**config.mk**
```make
export PLATFORM = sky130hd
export DESIGN_NAME = bch_chien_par
export DESIGN_NICKNAME = d
export VERILOG_FILES = /design/src/rtl/bch_pkg.sv /design/src/rtl/bch_chien_lane.sv /design/src/rtl/bch_chien_par.sv
export SDC_FILE = /design/constraint.sdc
export NUM_CORES = 1
export LEC_CHECK = 0
export CORE_ASPECT_RATIO = 0.9
export CORE_MARGIN = 4
export CORE_UTILIZATION = 30
export CTS_CLUSTER_SIZE = 30
export DETAILED_ROUTE_END_ITERATION = 10
export GPL_TIMING_DRIVEN = 0
export HOLD_SLACK_MARGIN = 0.05
export PLACE_DENSITY_LB_ADDON = 0.08
export SYNTH_ARGS = -nofsm -noshare
export SYNTH_HDL_FRONTEND = slang
export SYNTH_SLANG_ARGS = --single-unit
```
**constraint.sdc**
```tcl
create_clock -name clk -period 4.7 [get_ports clk]
set_input_delay 0.705 -clock clk [delete_from_list [all_inputs] [get_ports clk]]
set_output_delay 0.705 -clock clk [all_outputs]
set_load 0.1 [all_outputs]
```
**src/rtl/bch_pkg.sv**
```systemverilog
// Shared GF(2^M) arithmetic and FSM state type for the parallel Chien search.
package bch_pkg;

  localparam int GF_MAX_M = 16;
  typedef logic [GF_MAX_M-1:0] gf_t;

  typedef enum logic [1:0] {
    ST_IDLE,
    ST_ITER,
    ST_DONE
  } state_t;

  // Shift-and-add multiply reduced by prim; operands must be below 2^m, m < GF_MAX_M.
  function automatic gf_t gf_mul(input gf_t a, input gf_t b, input gf_t prim, input int m);
    gf_t acc;
    gf_t sh;
    acc = '0;
    sh  = a;
    for (int i = 0; i < m; i++) begin
      if (b[i]) acc ^= sh;
      sh = sh << 1;
      if (sh[m]) sh ^= prim;
    end
    return acc;
  endfunction

  // alpha^(e mod 2^m-1); negative exponents wrap onto the multiplicative group.
  function automatic gf_t alpha_pow(input int e, input gf_t prim, input int m);
    int  q;
    int  r;
    gf_t v;
    q = (1 << m) - 1;
    r = e % q;
    if (r < 0) r += q;
    v = gf_t'(1);
    for (int i = 0; i < r; i++) v = gf_mul(v, gf_t'(2), prim, m);
    return v;
  endfunction

endpackage

```
**src/rtl/bch_chien_lane.sv**
```systemverilog
// One Chien lane: evaluates sum_j R_j * alpha^(-j*LANE) and flags a zero sum.
module bch_chien_lane
  import bch_pkg::*;
#(
  parameter int         M    = 4,
  parameter int         T    = 3,
  parameter logic [M:0] PRIM = 5'b10011,
  parameter int         LANE = 0
) (
  input  logic [T*M-1:0] r,
  output logic           zero
);

  logic [M-1:0] term [T];
  logic [M-1:0] acc;

  for (genvar j = 0; j < T; j++) begin : g_term
    localparam gf_t K = alpha_pow(-j * LANE, gf_t'(PRIM), M);
    assign term[j] = M'(gf_mul(gf_t'(r[j*M +: M]), K, gf_t'(PRIM), M));
  end

  always_comb begin
    acc = '0;
    for (int j = 0; j < T; j++) acc ^= term[j];
  end

  assign zero = (acc == '0);

endmodule

```
**src/rtl/bch_chien_par.sv**
```systemverilog
// Parallel Chien search: P positions per cycle, then a finalise cycle that
// settles the fail verdict before the result is presented.
module bch_chien_par
  import bch_pkg::*;
#(
  parameter int         M    = 4,
  parameter int         N    = 15,
  parameter int         T    = 3,
  parameter int         P    = 5,
  parameter logic [M:0] PRIM = 5'b10011
) (
  input  logic                   clk,
  input  logic                   rst_n,
  input  logic                   in_valid,
  output logic                   in_ready,
  input  logic [N-1:0]           received,
  input  logic [T*M-1:0]         locator,
  output logic                   out_valid,
  input  logic                   out_ready,
  output logic [N-1:0]           codeword,
  output logic [$clog2(N+1)-1:0] err_cnt,
  output logic                   fail
);

  localparam int C  = (N + P - 1) / P;
  localparam int CW = $clog2(N + 1);
  localparam int KW = (C > 1) ? $clog2(C + 1) : 1;

  state_t         state_q, state_d;
  logic [KW-1:0]  k_q;
  logic [T*M-1:0] r_q, r_step;
  logic [N-1:0]   recv_q, err_q, err_d;
  logic [CW-1:0]  cnt_q, deg_q, deg_in, hit_cnt;
  logic           lam0_zero_q, fail_q;
  logic [P-1:0]   zero, hits;
  logic           active, last;

  for (genvar j = 0; j < T; j++) begin : g_step
    localparam gf_t K = alpha_pow(-j * P, gf_t'(PRIM), M);
    assign r_step[j*M +: M] = M'(gf_mul(gf_t'(r_q[j*M +: M]), K, gf_t'(PRIM), M));
  end

  assign active = (state_q == ST_ITER) && (k_q < KW'(C));
  assign last   = (k_q == KW'(C - 1));

  // Lanes past the end of the word exist only in the last evaluation cycle.
  for (genvar p = 0; p < P; p++) begin : g_lane
    localparam logic TAIL = ((C - 1) * P + p) >= N;
    bch_chien_lane #(.M(M), .T(T), .PRIM(PRIM), .LANE(p)) u_lane (
      .r    (r_q),
      .zero (zero[p])
    );
    assign hits[p] = active & zero[p] & ~(last & TAIL);
  end

  // NOTE: every variable written in always_comb gets a default first so no latch is inferred.
  always_comb begin
    hit_cnt = '0;
    for (int p = 0; p < P; p++) hit_cnt += CW'(hits[p]);
    deg_in = '0;
    for (int j = 1; j < T; j++) if (locator[j*M +: M] != '0) deg_in = CW'(j);
  end

  // Hits from masked lanes are zero, so bits shifted beyond N carry no information.
  assign err_d = err_q | (N'(hits) << (k_q * P));

  always_comb begin
    state_d   = state_q;
    in_ready  = 1'b0;
    out_valid = 1'b0;
    case (state_q)
      ST_IDLE: begin
        in_ready = 1'b1;
        if (in_valid) state_d = ST_ITER;
      end
      ST_ITER: if (k_q == KW'(C)) state_d = ST_DONE;
      ST_DONE: begin
        out_valid = 1'b1;
        if (out_ready) state_d = ST_IDLE;
      end
      default: state_d = ST_IDLE;
    endcase
  end

  // NOTE: sequential state uses non-blocking assignments so all registers update together.
  always_ff @(posedge clk or negedge rst_n) begin
    if (!rst_n) begin
      state_q     <= ST_IDLE;
      k_q         <= '0;
      r_q         <= '0;
      recv_q      <= '0;
      err_q       <= '0;
      cnt_q       <= '0;
      deg_q       <= '0;
      lam0_zero_q <= 1'b0;
      fail_q      <= 1'b0;
    end else begin
      state_q <= state_d;
      case (state_q)
        ST_IDLE: if (in_valid) begin
          recv_q      <= received;
          r_q         <= locator;
          err_q       <= '0;
          cnt_q       <= '0;
          k_q         <= '0;
          deg_q       <= deg_in;
          lam0_zero_q <= (locator[M-1:0] == '0);
          fail_q      <= 1'b0;
        end
        ST_ITER: begin
          k_q <= k_q + 1'b1;
          if (active) begin
            r_q   <= r_step;
            err_q <= err_d;
            cnt_q <= cnt_q + hit_cnt;
          end else begin
            fail_q <= lam0_zero_q || (cnt_q != deg_q);
          end
        end
        default: ;
      endcase
    end
  end

  assign codeword = recv_q ^ err_q;
  assign err_cnt  = cnt_q;
  assign fail     = fail_q;

endmodule
```
; Word-level counts from Yosys, hierarchy flattened
; Cells that the tools add are included.
[classes]
n_mul = 1
shifts = 1
order_cmp = 1
bitwise = 39
muxes = 28
eq_ne = 9
add_sub_neg = 6
n_reduce_logical = 18
[op_table]
columns = op, count
row1 = XOR 4 bit, 25
row2 = two-way mux 15 bit, 2
row3 = case mux 15 bit (2 select lines), 1
row4 = logical NOT 4 bit, 6
row5 = two-way mux 12 bit, 2
row6 = case mux 12 bit (2 select lines), 1
row7 = two-way mux 2 bit, 11
row8 = OR 15 bit, 1
row9 = << shifter 5 x 5 -> 15 bit, 1
row10 = XOR 15 bit, 1
row11 = NOT 2 bit, 6
row12 = AND reduction 3 bit, 4
row13 = two-way mux 4 bit, 2
row14 = inequality test 2 bit (second input constant), 4
row15 = case mux 4 bit (2 select lines), 1
row16 = nonzero test 4 bit, 2
row17 = case mux 2 bit (3 select lines), 1
row18 = AND 1 bit, 5
row19 = multiplier 2 x 3 -> 5 bit (second input constant), 1
row20 = two-way mux 1 bit, 5
row21 = adder 3 x 1 -> 4 bit, 1
row22 = adder 4 x 1 -> 4 bit, 1
row23 = adder 4 bit, 1
row24 = equality test 2 bit (second input constant), 2
row25 = 15 further kinds, 16
[totals]
register_bits = 56
input_bits = 31
word_cells = 113

; Logic depth before layout (Yosys ltp)
; Gate-level depths: netlist of the first run.
[depth]
word_depth = 18
depth_mapped = 14
depth_no_buf = 13

; Cells and area by module
; Synthesis of the first run repeated with hierarchy kept, for this count alone.
[unflattened]
cells_unflattened = 352
area_unflattened_um2 = 3340.7
[modules_own_cells]
columns = module, seq_area_each_um2, area_each_um2, cells_per_inst, instances
row1 = bch_chien_par, 1351.3, 2598.7, 270, 1
row2 = bch_chien_lane at g_lane[4].u_lane, 0.0, 252.7, 33, 1
row3 = bch_chien_lane at g_lane[3].u_lane, 0.0, 142.6, 17, 1
row4 = bch_chien_lane at g_lane[2].u_lane, 0.0, 141.4, 18, 1
row5 = bch_chien_lane at g_lane[1].u_lane, 0.0, 106.4, 9, 1
row6 = bch_chien_lane at g_lane[0].u_lane, 0.0, 98.8, 5, 1

; Worst setup path after synthesis of the first run
; Ideal clock, no wire load.
[synth_path]
kind = reg-to-reg
startpoint = register r_q[4]
endpoint = register cnt_q[2], in the netlist err_cnt[2]
arrival_ns = 3.484
stages_incl_launch_ff = 14
setup_ns = 0.095
path_slack_ns = 1.121
path_cell_list = dfrtp_1 buf_2 xnor2_2 xnor3_1 nand2b_1 mux2i_1 nand2_1 fa_1 inv_1 fa_1 ha_1 fa_1 xnor2_1 o31ai_1
[synth_between]
elab_chain_len = 14
elab_cells_between_ends = 37
cone_classes = add/sub (5) / mux (3) / bitwise (24) / reduce/logical (5)
[synth_rtl]
columns = item, line
row1 = start: declaration, bch_chien_par.sv:31  ; logic [T*M-1:0] r_q, r_step;
row2 = start signal: assignment, bch_chien_par.sv:102  ; r_q <= locator;
row3 = start signal: assignment, bch_chien_par.sv:113  ; r_q <= r_step;
row4 = NOT 2 bit (no line), n/a
row5 = two-way mux 2 bit, bch_pkg.sv:22  ; if (sh[m]) sh ^= prim;
row6 = XOR 4 bit, bch_pkg.sv:20  ; if (b[i]) acc ^= sh;
row7 = "XOR 4 bit, on equally long branches (2 in series)", "bch_chien_lane.sv:24, bch_pkg.sv:20"
row8 = logical NOT 4 bit / XOR 4 bit (equally long branches), "bch_chien_lane.sv:27, bch_chien_lane.sv:24"
row9 = "AND 1 bit, or another cell as far along", bch_chien_par.sv:53  ; assign hits[p] = active & zero[p] & ~(last & TAIL);
row10 = "adder 1 x 1 -> 2 bit, or another cell as far along", bch_chien_par.sv:59  ; for (int p = 0; p < P; p++) hit_cnt += CW'(hits[p]);
row11 = adder 2 x 1 -> 3 bit / AND 1 bit (equally long branches), "bch_chien_par.sv:59, bch_chien_par.sv:53"
row12 = adder 3 x 1 -> 4 bit, bch_chien_par.sv:59
row13 = adder 4 x 1 -> 4 bit *, bch_chien_par.sv:59
row14 = adder 4 bit *, bch_chien_par.sv:115  ; cnt_q <= cnt_q + hit_cnt;
row15 = two-way mux 4 bit *, bch_chien_par.sv:112  ; if (active) begin
row16 = case mux 4 bit (2 select lines) *, bch_chien_par.sv:99  ; case (state_q)
row17 = end signal: assignment, bch_chien_par.sv:115
row18 = end: declaration, bch_chien_par.sv:33  ; logic [CW-1:0] cnt_q, deg_q, deg_in, hit_cnt;
; Every way passes the cells marked *; elsewhere a longest branch is shown, timed or not. The select of a mux whose other input is x is not followed.
; A chain may end at the register's enable or synchronous reset.

; Worst setup path after layout of the first run
; Same ends and word-level chain as after synthesis.

==> results of run 1 <==
==> flip-flops by register name, summed over array words and instances, names as in the netlist <==
name         flops
err_q           15
recv_q          15
r_q             12
err_cnt          4
deg_q            2
k_q              2
state_q          2
fail             1
lam0_zero_q      1
==> metrics by stage <==
step                      hold slack [ns]  instances    util  worst slack (ns)
after global placement             0.4780        512  0.3761            0.5776
after detailed placement           0.4813        513  0.3776            0.5216
after floorplan                    0.4094        331       -             1.121
final                              0.4026        521  0.3925            0.5612
after CTS                          0.4308        521  0.3925            0.4901
after global routing               0.4485        521  0.3925            0.2217
==> layout make-up <==
cell class / instances / area [µm²] / area share
Clock inverter: 2 / 16.27 / 0.003993
Buffer: 21 / 97.59 / 0.02396
Timing Repair Buffer: 53 / 535.5 / 0.1314
Inverter: 8 / 30.03 / 0.007371
Clock buffer: 6 / 138.9 / 0.03409
Multi-Input combinational cell: 248 / 1743 / 0.4278
Tap cell: 129 / 161.4 / 0.03962
Sequential cell: 54 / 1351 / 0.3317
==> layout by cell type, fill, tap and decap left out, types with 3 or more instances in the layout <==
| cell type | instances |
|---|---|
| nor3_1 | 5 |
| or4_1 | 3 |
| nand3_1 | 6 |
| dfrtp_1 | 54 |
| o21ai_0 | 11 |
| clkdlybuf4s50_1 | 51 |
| nor2_1 | 9 |
| nor3b_1 | 3 |
| nor2b_1 | 4 |
| xnor2_1 | 27 |
| and2_1 | 4 |
| fa_1 | 3 |
| ha_1 | 5 |
| clkbuf_16 | 5 |
| nand2_1 | 76 |
| a22o_1 | 6 |
| a32o_1 | 3 |
| xor2_1 | 26 |
| buf_2 | 7 |
| o21a_1 | 3 |
| clkbuf_1 | 12 |
| xnor3_1 | 5 |
| inv_1 | 7 |
| o22ai_1 | 4 |
| nand2b_1 | 7 |
| nor4_1 | 3 |
| a21oi_1 | 17 |
==> worst register-to-register path: stages, from the launching register on <==
cell	delay (ns)
dfrtp_1	0.36
buf_2	0.19
xnor2_2	0.51
xnor3_1	0.32
nand2b_1	0.15
mux2i_1	0.41
nand2_1	0.14
fa_1	0.54
inv_1	0.05
fa_1	0.44
ha_1	0.23
fa_1	0.38
xnor2_1	0.14
o31ai_1	0.20
==> worst max-delay path by stage <==
stage	start	to	slack (ns)	depth (start not counted)
after detailed placement	r_q[4]	err_cnt[2]	0.52	13
after global routing	r_q[4]	err_cnt[2]	0.22	13
after global placement	r_q[4]	err_cnt[2]	0.58	13
after floorplan	r_q[4]	err_cnt[2]	1.12	13
final	r_q[4]	err_cnt[2]	0.56	13
after CTS	r_q[4]	err_cnt[2]	0.49	13
==> cell usage after synthesis (5+ instances only) <==
cell type / count
clkbuf_1: 12
a22o_1: 6
nor2_1: 9
nor3_1: 5
nand2b_1: 7
buf_2: 6
o21ai_0: 11
xor2_1: 26
ha_1: 5
a21oi_1: 17
xnor2_1: 27
nand3_1: 6
nand2_1: 76
dfrtp_1: 54
inv_1: 7
xnor3_1: 5
==> logic make-up (layout without fill, tap and decap cells) <==
| kind of cell | after synthesis | count (layout) | synth area share |
|---|---|---|---|
| simple gates | 124 | 124 | 0.1744 |
| xor+xnor | 63 | 63 | 0.2101 |
| flops | 54 | 54 | 0.4194 |
| compound gates | 52 | 52 | 0.1153 |
| buf+inv | 29 | 90 | 0.03961 |
| fa+ha+maj | 8 | 8 | 0.03806 |
| mux | 1 | 1 | 0.003107 |
==> layer usage <==
| metal | track usage | share of wire | up-vias |
|---|---|---|---|
| li1 | - | - | 1214 |
| met1 | 0.2165 | 0.51 | 1161 |
| met2 | 0.2064 | 0.44 | 49 |
| met3 | 0.02334 | 0.044 | 6 |
| met4 | 0.02948 | 0.0080 | 0 |
| met5 | 0 | 0 | - |
==> flow_summary.toml, run 1 <==
[cts]
cts_resized = 0
htree_levels = 2
cts_tree = "yes"
post_cts_buffers = 0
clkTransAtPathRegs_ns = 0.08
clockBufferDepth = 2
worstSkewPairLatency_ns = 0.30
cts_sinks = 54
ctsHoldBuffers = 0
root_buffer = "clkbuf_16"
cts_buffers = 5

[grt]
grt_pass1_vias = 2495
grt_pass1_wl_um = 13450
overflow = 0
antenna_found_initial = 0
grt_max_degree = 33
grt_util_all_layers = 0.1409

[sta]
setup_viol = 0
tightest_slew_ns = 0.9812
fin_setup_tns_ns = 0
period_minus_slack_ns = 4.139
hold_violations = 0
period_share = 0.8806
slew_viol_final = 0
clock_skew_ns = 0.007608
max_slew_margin = 0.3438
rsz0062_at_grt = "false"
fmax_mhz = 241.6

[setup_path]
crit_chain = "buf_2 -> xnor2_2 -> xnor3_1 -> nand2b_1 -> mux2i_1 -> nand2_1 -> fa_1 -> inv_1 -> fa_1 -> ha_1 -> fa_1 -> xnor2_1 -> o31ai_1"
ff2ff_setup_slack_ns = 0.56
path_common_cell = "fa_1"
cp-start-kind = "flop"
criticalPathCategory = "flop to flop"
cp.required_ns = 4.90
slowest_delay_ns = 0.54
crit_arrival_ns = 4.34
worst-path-buf-inv = 2
cp_max_fo = 8
rr_startpoint = "r_q[4]"
timing.rr.end = "err_cnt[2]"
cp_top_family = "adder cells"
slowest_stage = "fa_1"
ff2ff_path_depth = 13
end_kind = "flop"

[route]
detail_route.wirelength_um = 8401
vias = 2430
drc = 0
avgRoutedWirePerCell_um = 16.12
drt_iter0_drc = 124
viasPerCell = 4.664
dr.pass1.iters = 4
antenna_left = 0

[status]
status = "complete, no violations"

[yosys]
syn_avg_cell_area_um2 = 9.734
syn_area_mm2 = 0.003222
ys_types = 43
synth_top_area_cell = "dfrtp_1"
synth_top_cell_area_share = 0.4194
synth_edf_count = 0
synth.area.top_cells = "dfrtp_1 (42%), nand2_1 (8.9%), xnor2_1 (7.3%)"
synthArstFlopShare = 1.000
ys.warnings.count = 0
syn_nets = 370
ys_ff_latch = 54
synth_cells = 331
ys.flop_type = "dfrtp_1"
yosysSeqAreaShare = 0.4194

[floorplanning]
core_region_area_mm2 = 0.01038
die_h_um = 106.3
rows = 35
pin_count = 53
die_w_um = 117.2
initial_utilization = 0.3104
die_area_mm2 = 0.01246

[layout]
area_growth_syn_to_layout_pct = 26.45
fillCellCount = 1049
antenna_cells = 0
fin_nets = 430
drive_gt1_frac = 0.06633
postLayoutCellArea_mm2 = 0.004074

[placement]
placed_area_mm2 = 0.003919
port_buffers = 52
dp_hpwl_um = 6251
place_congestion = 0.8075

[job]
timing.max_cap.violations = 0

[min_path]
hp-class = "input port to async pin"
Power of run 1 is not shown: default switching activity piles up to over one toggle a cycle in this logic, so the estimate is an artifact.
==> run 2: changes to the inputs <==
CORE_MARGIN = unset   (was 4)
==> flow_summary.toml, run 2 (same netlist as run 1, synthesis figures left out) <==
[sta]
slew_viol_final = 0
period_minus_slack_ns = 4.123
rsz0062_at_grt = "false"
clock_skew_ns = 0.005390
hold_violations = 0
max_slew_margin = 0.3507
setup_viol = 0
period_share = 0.8772
fmax_mhz = 242.6
fin_setup_tns_ns = 0
tightest_slew_ns = 0.9709

[grt]
grt_pass1_vias = 2485
grt_util_all_layers = 0.1573
grt_max_degree = 38
grt_pass1_wl_um = 13590
overflow = 0
antenna_found_initial = 0

[floorplanning]
die_area_mm2 = 0.01116
die_h_um = 100.3
pin_count = 53
core_region_area_mm2 = 0.01033
die_w_um = 111.2
rows = 35
initial_utilization = 0.3117

[route]
drt_iter0_drc = 134
vias = 2425
antenna_left = 0
drc = 8
dr.pass1.iters = 7
avgRoutedWirePerCell_um = 15.75
detail_route.wirelength_um = 8204
viasPerCell = 4.655

[setup_path]
cp_max_fo = 8
end_kind = "flop"
cp-start-kind = "flop"
cp.required_ns = 4.90
timing.rr.end = "err_cnt[2]"
crit_arrival_ns = 4.32
ff2ff_path_depth = 13
criticalPathCategory = "flop to flop"
ff2ff_setup_slack_ns = 0.58
crit_start = "r_q[4]"
endpoint = "err_cnt[2]"
rr_startpoint = "r_q[4]"

[cts]
cts_resized = 0
root_buffer = "clkbuf_16"
htree_levels = 2
post_cts_buffers = 0
cts_sinks = 54
worstSkewPairLatency_ns = 0.29
clkTransAtPathRegs_ns = 0.07
clockBufferDepth = 2
cts_buffers = 5
ctsHoldBuffers = 0
cts_tree = "yes"

[layout]
antenna_cells = 0
layout_common_cells = "nand2_1 (76), dfrtp_1 (54), clkdlybuf4s50_1 (51), xnor2_1 (27), xor2_1 (26)"
fin_nets = 430
fillCellCount = 1053
reg_top3 = "err_q: 15 flops, recv_q: 15 flops, r_q: 12 flops"
area_growth_syn_to_layout_pct = 26.80
drive_gt1_frac = 0.06378
multi_input_area_mm2 = 0.001743
seqCellArea_mm2 = 0.001351
final_common_cell = "nand2_1"

[placement]
place_congestion = 0.7738
dp_hpwl_um = 5972
port_buffers = 52

[status]
status = "complete, but fails checks"
failed_checks = "DRC"

[min_path]
hp-class = "input port to async pin"

[job]
timing.max_cap.violations = 0
-- run 2: cell types whose count changed in the layout (fill, tap and decap cells not counted), sizes merged --
cell and change:
bufinv +1, inv -1
-- run 2: cell type report --
| class | instances | share of cell area |
|---|---|---|
| buffer | 21 | 0.02389 |
| clock buffer | 6 | 0.03155 |
| clock inverter | 2 | 0.009188 |
| inverter | 8 | 0.007351 |
| multi-input combinational | 248 | 0.4266 |
| sequential | 54 | 0.3308 |
| tap | 129 | 0.03951 |
| timing repair buffer | 53 | 0.1311 |
-- run 2: layer usage --
metal | vias to the layer above | track usage | routed length [µm]
li1 | 1217 | - | -
met4 | 0 | 0.02807 | 47
met5 | - | 0 | 0
met3 | 4 | 0.02597 | 379
met2 | 56 | 0.2394 | 3493
met1 | 1148 | 0.2356 | 4284
-- run 2: worst min-delay path by stage --
stage	from	to	slack, ns	cells past startpoint
5_1_grt	rst_n	err_cnt[1]	0.40	1
6_report	rst_n	err_cnt[1]	0.37	1
3_5_place_dp	lam0_zero_q	lam0_zero_q	0.48	2
2_1_floorplan	rst_n	deg_q[0]	0.41	0
3_3_place_gp	recv_q[3]	recv_q[3]	0.48	2
4_1_cts	rst_n	r_q[8]	0.38	1
-- run 2: stage by stage --
step	hold slack, ns	utilization	instances	setup slack [ns]	cell area, µm²
after floorplan	0.4094	-	331	1.121	3222
after global placement	0.4782	0.3777	512	0.5830	3904
after detailed placement	0.4825	0.3792	513	0.5583	3919
after CTS	0.3843	0.3953	521	0.5377	4085
after global routing	0.3955	0.3953	521	0.3033	4085
final	0.3694	0.3953	521	0.5773	4085
-- run 2: worst max-delay path, stage by stage (launching register included) --
cell and delay, ns:
dfrtp_1 0.35, buf_2 0.19, xnor2_2 0.50, xnor3_1 0.32, nand2b_1 0.15, mux2i_1 0.43, nand2_1 0.15, fa_1 0.53
inv_1 0.05, fa_1 0.43, ha_1 0.22, fa_1 0.38, xnor2_1 0.14, o31ai_1 0.19
Power of run 2 is left out for the same reason.
==> run 3: changes to the inputs <==
CORE_ASPECT_RATIO = unset   (was 0.9)
SYNTH_HIERARCHICAL = 1   (was unset)
==> flow_summary.toml, run 3 <==
[floorplanning]
die_h_um = 107.5
pin_count = 53
initial_utilization = 0.3082
core_region_area_mm2 = 0.01084
die_area_mm2 = 0.01156
rows = 38
die_w_um = 107.5

[yosys]
ys_types = 42
ys.flop_type = "dfrtp_1"
synth_top_area_cell = "dfrtp_1"
syn_avg_cell_area_um2 = 9.491
synth_cells = 352
synth_top_cell_area_share = 0.4045
synth.area.top_cells = "dfrtp_1 (40%), xnor2_1 (8.7%), nand2_1 (8.3%)"
synth.top_cells.by_count = "nand2_1 (74), dfrtp_1 (54), xnor2_1 (33)"
yosysMostFrequentCell = "nand2_1"
ys_ff_latch = 54
ys.warnings.count = 6
syn_area_mm2 = 0.003341
synth_edf_count = 0
synthArstFlopShare = 1.000
yosysSeqAreaShare = 0.4045
syn_nets = 391

[layout]
final_util = 0.3839
area_growth_syn_to_layout_pct = 24.57
final_common_cell = "nand2_1"
fin_nets = 451
fillCellCount = 1122
layout_common_cells = "nand2_1 (74), dfrtp_1 (54), clkdlybuf4s50_1 (51), xnor2_1 (33), xor2_1 (27)"
drive_gt1_frac = 0.05327
reg_top3 = "err_q: 15 flops, recv_q: 15 flops, r_q: 12 flops"
antenna_cells = 0

[cts]
htree_levels = 2
post_cts_buffers = 0
clockBufferDepth = 2
root_buffer = "clkbuf_8"
cts_resized = 0
cts_buffers = 5
cts_sinks = 54
ctsHoldBuffers = 0
clkTransAtPathRegs_ns = 0.10
cts_tree = "yes"
worstSkewPairLatency_ns = 0.31

[sta]
period_minus_slack_ns = 4.360
slew_viol_final = 0
setup_ws_ns = 0.3396
setup_viol = 0
clock_skew_ns = 0.008088
fmax_mhz = 229.3
fin_setup_tns_ns = 0
tightest_slew_ns = 0.9759
max_slew_margin = 0.3473
hold_violations = 0
period_share = 0.9278
rsz0062_at_grt = "false"

[grt]
overflow = 0
grt_pass1_vias = 2753
grt_max_degree = 32
antenna_found_initial = 0
grt_pass1_wl_um = 14460
grt_util_all_layers = 0.1635

[setup_path]
cp_max_fo = 12
cp.required_ns = 4.91
end_kind = "flop"
cp-start-kind = "flop"
criticalPathCategory = "flop to flop"
crit_arrival_ns = 4.57

[status]
status = "complete, no violations"

[route]
drc = 0
avgRoutedWirePerCell_um = 15.36
dr.pass1.iters = 4
detail_route.wirelength_um = 8494
viasPerCell = 4.765
antenna_left = 0
vias = 2635
drt_iter0_drc = 116

[placement]
dp_hpwl_um = 6175
port_buffers = 52
place_congestion = 0.7406
place_worst_setup_slack_ns = 0.3336

[job]
timing.max_cap.violations = 0

[min_path]
hp-class = "input port to async pin"
==> run 3: changes by cell type after synthesis, moves of 3 or more <==
cell / before / now
clkbuf_1: 12 / 6
inv_1: 7 / 11
nand2b_1: 7 / 4
nand4_1: 1 / 4
nor2_1: 9 / 14
nor3_1: 5 / 12
nor3b_1: 3 / 0
nor4_2: 0 / 3
o21a_1: 3 / 0
xnor2_1: 27 / 33
==> run 3: critical path: stages (launching register included) <==
cell and delay (ns):
dfrtp_1 0.72, xor2_1 0.27, xnor2_2 0.16, mux2i_1 0.10, o32ai_1 0.84, nand2_1 0.18, fa_1 0.55, inv_1 0.05
fa_1 0.43, ha_1 0.23, fa_1 0.38, xnor2_1 0.13, o31ai_1 0.21
==> run 3: routing by layer <==
layer	vias up	global-route usage	share of wire
met1	1269	0.2321	0.50
met5	-	0	0
met2	41	0.2587	0.46
met4	0	0.03229	0.0085
li1	1319	-	-
met3	6	0.03027	0.029
==> run 3: cells by family after synthesis <==
| logic type | Yosys count | synth area share |
|---|---|---|
| fa+ha+maj | 8 | 0.03670 |
| mux | 2 | 0.005993 |
| buf+inv | 23 | 0.02771 |
| xor+xnor | 70 | 0.2202 |
| flops | 54 | 0.4045 |
| simple gates | 140 | 0.1974 |
| compound gates | 55 | 0.1075 |
==> run 3: layout make-up <==
cell class / count / area (µm²) / area share
sequential: 54 / 1351 / 0.3247
multi-input combinational: 275 / 1897 / 0.4558
clock buffer: 6 / 72.57 / 0.01744
inverter: 11 / 41.29 / 0.009922
buffer: 12 / 51.30 / 0.01233
clock inverter: 2 / 37.54 / 0.009020
tap: 140 / 175.2 / 0.04209
timing repair buffer: 53 / 535.5 / 0.1287
==> run 3: worst paths after layout <==
check	depth (start not counted)	from	slack [ns]	to
setup / recovery	12	r_q[5]	0.34	err_cnt[2]
hold / removal	1	rst_n	0.45	recv_q[10]
setup reg to reg	12	r_q[5]	0.34	err_cnt[2]
hold reg to reg	2	recv_q[1]	0.50	recv_q[1]
max in group asynchronous	2	rst_n	3.64	r_q[11]
min in group clk	2	recv_q[1]	0.50	recv_q[1]
==> run 3: metrics by stage <==
step / cells / instance area [µm²] / hold WS (ns)
2_1_floorplan: 352 / 3341 / 0.4094
3_3_place_gp: 544 / 4036 / 0.4778
3_5_place_dp: 545 / 4051 / 0.4821
4_1_cts: 553 / 4161 / 0.4735
5_1_grt: 553 / 4161 / 0.5010
6_report: 553 / 4161 / 0.4521
Power of run 3 is left out for the same reason.
